--- config.mk ---
export PLATFORM = sky130hd
export DESIGN_NAME = dmem_arbiter
export DESIGN_NICKNAME = d
export VERILOG_FILES = /design/src/rtl/dmem_arb_pkg.sv /design/src/rtl/dmem_arb_pick.sv /design/src/rtl/dmem_arbiter.sv
export SDC_FILE = /design/constraint.sdc
export NUM_CORES = 1
export LEC_CHECK = 0
export CORE_AREA = 8 8 111 113
export CTS_BUF_LIST = sky130_fd_sc_hd__clkbuf_8
export DETAILED_ROUTE_END_ITERATION = 16
export DIE_AREA = 0 0 119 121
export DONT_BUFFER_PORTS = 1
export PLACE_DENSITY = 0.7
export SLEW_MARGIN = 30
export SYNTH_ARGS = -nofsm -noshare
export SYNTH_HDL_FRONTEND = slang
export SYNTH_SLANG_ARGS = --single-unit
--- constraint.sdc ---
create_clock -name clock -period 2.1 [get_ports clock]
set_clock_uncertainty 0.1 [all_clocks]
set_input_delay 0.42 -clock clock [delete_from_list [all_inputs] [get_ports clock]]
set_output_delay 0.42 -clock clock [all_outputs]
set_load 0.02 [all_outputs]
--- src/rtl/dmem_arb_pkg.sv ---
// dmem_arb_pkg: shared definitions for the data-memory arbiter.
// Holds the FSM state encoding, the requester port indices and the default widths.
package dmem_arb_pkg;

   typedef enum logic {
      ST_IDLE   = 1'b0,
      ST_ACCESS = 1'b1
   } state_t;

   localparam int PORT_LSU = 0;
   localparam int PORT_DBG = 1;

   localparam int DMEM_ADDR_W = 32;
   localparam int DMEM_DATA_W = 32;

endpackage

--- src/rtl/dmem_arb_pick.sv ---
// dmem_arb_pick: combinational 2-way picker producing a one-hot grant.
// Ports: req0, req1 (requests), pointer (conflict winner), grant[1:0] (one-hot, bit N = port N).
module dmem_arb_pick (
   input  logic       req0,
   input  logic       req1,
   input  logic       pointer,
   output logic [1:0] grant
);

   always_comb begin
      grant = 2'b00;
      if (req0 && req1) begin
         grant = pointer ? 2'b10 : 2'b01;
      end else begin
         grant = {req1, req0};
      end
   end

endmodule

--- src/rtl/dmem_arbiter.sv ---
// dmem_arbiter: shares a single-port data memory between the LSU (port 0) and debug/DMA (port 1).
// Ports: clock, reset (sync, active-high); per-port req/we/addr/wdata in, gnt/rvalid/rdata out;
// busy; mem_read_enable/mem_write_enable/mem_address/mem_write_data out, mem_read_data in.
// Macro DMEM_ARB_RR_EN selects round-robin arbitration; undefined gives fixed priority to port 0.
module dmem_arbiter
   import dmem_arb_pkg::*;
#(
   parameter int ADDR_W = DMEM_ADDR_W,
   parameter int DATA_W = DMEM_DATA_W
) (
   input  logic              clock,
   input  logic              reset,
   input  logic              req0,
   input  logic              we0,
   input  logic [ADDR_W-1:0] addr0,
   input  logic [DATA_W-1:0] wdata0,
   input  logic              req1,
   input  logic              we1,
   input  logic [ADDR_W-1:0] addr1,
   input  logic [DATA_W-1:0] wdata1,
   output logic              gnt0,
   output logic              gnt1,
   output logic              rvalid0,
   output logic              rvalid1,
   output logic [DATA_W-1:0] rdata0,
   output logic [DATA_W-1:0] rdata1,
   output logic              busy,
   output logic              mem_read_enable,
   output logic              mem_write_enable,
   output logic [ADDR_W-1:0] mem_address,
   output logic [DATA_W-1:0] mem_write_data,
   input  logic [DATA_W-1:0] mem_read_data
);

   state_t            state;
   state_t            state_next;
   logic              lat_we;
   logic [ADDR_W-1:0] lat_addr;
   logic [DATA_W-1:0] lat_wdata;
   logic              owner;
   logic              pointer;
   logic [1:0]        grant;

`ifdef DMEM_ARB_RR_EN
   // Pointer names the port that wins the next conflict; it moves off the port just granted.
   always_ff @(posedge clock) begin
      if (reset) begin
         pointer <= 1'b0;
      end else if (gnt0 || gnt1) begin
         pointer <= gnt0;
      end
   end
`else
   assign pointer = 1'b0;
`endif

   dmem_arb_pick u_pick (
      .req0    (req0),
      .req1    (req1),
      .pointer (pointer),
      .grant   (grant)
   );

   always_ff @(posedge clock) begin
      if (reset) begin
         state <= ST_IDLE;
      end else begin
         state <= state_next;
      end
   end

   // Everything is gated with ~reset so a reset cycle never grants or touches memory.
   always_comb begin
      state_next       = state;
      gnt0             = 1'b0;
      gnt1             = 1'b0;
      mem_read_enable  = 1'b0;
      mem_write_enable = 1'b0;
      mem_address      = '0;
      mem_write_data   = '0;
      unique case (state)
         ST_IDLE: begin
            if (!reset && (grant != 2'b00)) begin
               gnt0       = grant[0];
               gnt1       = grant[1];
               state_next = ST_ACCESS;
            end
         end
         ST_ACCESS: begin
            state_next = ST_IDLE;
            if (!reset) begin
               mem_read_enable  = ~lat_we;
               mem_write_enable = lat_we;
               mem_address      = lat_addr;
               mem_write_data   = lat_wdata;
            end
         end
      endcase
   end

   assign busy = (state == ST_ACCESS);

   always_ff @(posedge clock) begin
      if (reset) begin
         lat_we    <= 1'b0;
         lat_addr  <= '0;
         lat_wdata <= '0;
         owner     <= 1'(PORT_LSU);
         rvalid0   <= 1'b0;
         rvalid1   <= 1'b0;
         rdata0    <= '0;
         rdata1    <= '0;
      end else begin
         rvalid0 <= 1'b0;
         rvalid1 <= 1'b0;
         if (gnt0 || gnt1) begin
            lat_we    <= gnt1 ? we1 : we0;
            lat_addr  <= gnt1 ? addr1 : addr0;
            lat_wdata <= gnt1 ? wdata1 : wdata0;
            owner     <= gnt1;
         end
         if (state == ST_ACCESS && !lat_we) begin
            if (owner == 1'(PORT_DBG)) begin
               rdata1  <= mem_read_data;
               rvalid1 <= 1'b1;
            end else begin
               rdata0  <= mem_read_data;
               rvalid0 <= 1'b1;
            end
         end
      end
   end

endmodule

==> qor.csv <==
metric,value,unit
vdd_ir_drop_max,0.636,mV
gr-total-overflow,0,
first_pass_grt_wire_length,26800,um
critPathLaunchType,flop,
finalCriticalPeriod,2.00,ns
synth.yosys.warnings,0,
yosys.cell_types.count,24,
cts_hold_repair_buffers,31,
final_common_cell,dfxtp_1,
min_to,lat_wdata[30],
critical_path_arrival,1.48,ns
n_antenna_cell,0,
route.detailed.wl_per_inst,19.8,um
boundaryPins,301,
drc_violation_count_after_routing,0,
cts.clk_slew.worst_paths,0.09,ns
post-synth-top-area-cell,dfxtp_1,
number_of_synthesized_register_bits,133,
synth-compound-area-share,0.274,
hold-worst-slack,-0.0249,ns
fin_crit_share,0.951,
maxUsedRoutingLayer,met4,
hold_violations_final,14,
post_synth_inst_count,677,
design.core.area,0.0106,mm2
clock_sinks,133,
grt_pass1_vias,5106,
grt_start_max_net_pins,206,
globalRouteTotalUtil,0.227,
setup.worst_path.class,reg -> out,
timing_worst_slew_pin_value,0.709,ns
synth.net_count,843,
dpl.cell_count,827,
chipHeight,121,um
htree_levels,4,
drt_first_pass_iters,5,
clockRootBuffer,clkbuf_8,
power.density_cell_area,816,mW/mm2
detailedRoute.firstIterationViolations,426,
finalWeightedCongestion,0.787,
worst_r2r_path_depth,6,
dieWidth,119,um
netlist_area,0.00571,mm2
rsz_0062_raised_after_global_routing,yes,
dominant_combinational_cell_family_by_area_after_synthesis,compound AO/OA/AOI/OAI gates,
whs_path_depth,1,
routed-wl-met2,9160,um
p_total,5.72,mW
design.die.area,0.0144,mm2
nets,904,
critical_path.endpoint_type,primary output,
post_synthesis_mean_instance_area,8.44,um2
synth.area.top_cells,"dfxtp_1 47%, a221oi_2 10%, nand2_1 8.4%, o22ai_1 6.9%, nor3_1 6.0%",
worst_hold_path_type,in -> reg,
maxSlewHeadroom,0.527,
cts_inserted_buffers,17,
proportion_of_layout_cells_with_a_drive_suffix_above_1,0.224,
failing_checks,negative hold slack,
cellLeakagePower,2.57,nW
least_setup_slack_across_all_paths_after_layout,0.103,ns
met3WireLength,1720,um
post_synth_and_or_nand_nor_area_fraction,0.157,
antenna_found_initial,0,
post-route-cell-area,0.00702,mm2
cts_tree,yes,
wl_met1,6460,um
max-clock-path-buffers,2,
post_synth_mux_area_share,0,
dp_worst_setup_slack,0.231,ns
layout.cells.most_common_list,"132 x dfxtp_1, 128 x nand2_1, 79 x buf_4, 66 x inv_1, 64 x a21oi_1",
area_growth,22.8,%
antenna_left,0,
cp_data_required_time,1.58,ns
hold_start,reset,
synth_adder_area_share,0,
maxClockFrequency,501,MHz
port_buffers,0,
viasPerCell,5.90,
timing.rr.start,busy,
finish.cell_count_without_fillers,891,
postPlaceCellArea,0.00620,mm2
via_count,5254,
status,"complete, but fails checks",
dpl.hpwl,12400,um
timing.rr.end,rdata1[6],
floorplan.rows,38,
reg2reg_setup_slack,0.10,ns
wirelength,17700,um
seq_area_frac_synth,0.466,
clk-insertion-delay-late,0.41,ns
setup_viol,0,
yosysTopAreaCellShare,0.466,
initial_standard_cell_utilization_of_the_core,0.539,
timing.critical_path.fanout_max,43,
timing.max_cap.violations,0,
synth_xor_area_frac,0,
timing_max_transition_violations_final,0,
[where the power goes]
part	switching [mW]	internal [mW]	leakage, nW
logic	0.419	0.278	1.28
registers	0.135	2.67	1.09
clock network	1.10	1.13	0.201
[final cells by class]
type / instances / area (um2)
fill: 867 / 3580
sequential: 133 / 2660
multi-input combinational: 404 / 2510
timing repair buffer: 114 / 991
inverter: 68 / 263
clock buffer: 18 / 248
tap: 140 / 175
clock inverter: 14 / 166
[critical path, stage by stage, from the launching register on]
cell and delay, ns:
dfxtp_2 0.35, inv_8 0.20, buf_8 0.25, nor3_1 0.08, buf_4 0.16
[what timing repair did]
item | in CTS | in global routing
setup buffers | 0 | 0
gates cloned | 0 | 1
gates resized for setup | 8 | 9
endpoints found under the hold margin | 130 | 65
setup endpoints to repair | 46 | 55
[cell usage after synthesis (all sizes together)]
cell type	number
a2111oi	2
a21oi	64
a221oi	65
and3b	1
buf	30
clkbuf	42
dfxtp	133
inv	68
nand2	128
nand2b	2
nand3b	1
nor2	3
nor2b	1
nor3	68
nor3b	1
o21bai	1
o22ai	63
o31ai	2
or3	1
or3b	1
[how the worst max path moves through the flow]
stage               startpoint  slack (ns)                  to
detailed placement        busy        0.23          rdata0[22]
global route              busy       -0.02          rdata1[14]
finish                    busy        0.10  mem_write_data[31]
global placement          busy        0.29          rdata0[26]
CTS                       busy        0.02     mem_address[12]
floorplan                 busy       -0.01     mem_address[20]
[cells by family (layout without fill, tap and decap cells)]
| logic type | after synthesis | in the layout |
|---|---|---|
| flops | 133 | 133 |
| buf+inv | 140 | 214 |
| compound gates | 197 | 197 |
| simple gates | 207 | 207 |
[routing by layer]
metal / vias to the layer above / track usage
li1: 2529 / -
met1: 2452 / 0.233
met2: 250 / 0.409
met3: 23 / 0.0977
met4: 0 / 0.0711
met5: - / 0
[state kept, by name, indices dropped and copies added (netlist names)]
name and flops:
lat_addr 32, lat_wdata 32, rdata1 32, rvalid0 1, rvalid1 1, lat_we 1
busy 1, owner 1, rdata0 32
[through the flow]
stage	util	hold slack (ns)	setup TNS [ns]
after floorplan	-	0.351	-0.139
after global placement	0.585	0.347	0
after detailed placement	0.585	0.354	0
final	0.662	-0.0249	0
after global routing	0.662	-0.0562	-0.0169
after CTS	0.656	-0.0617	0
(Power assumes the default switching activity.)
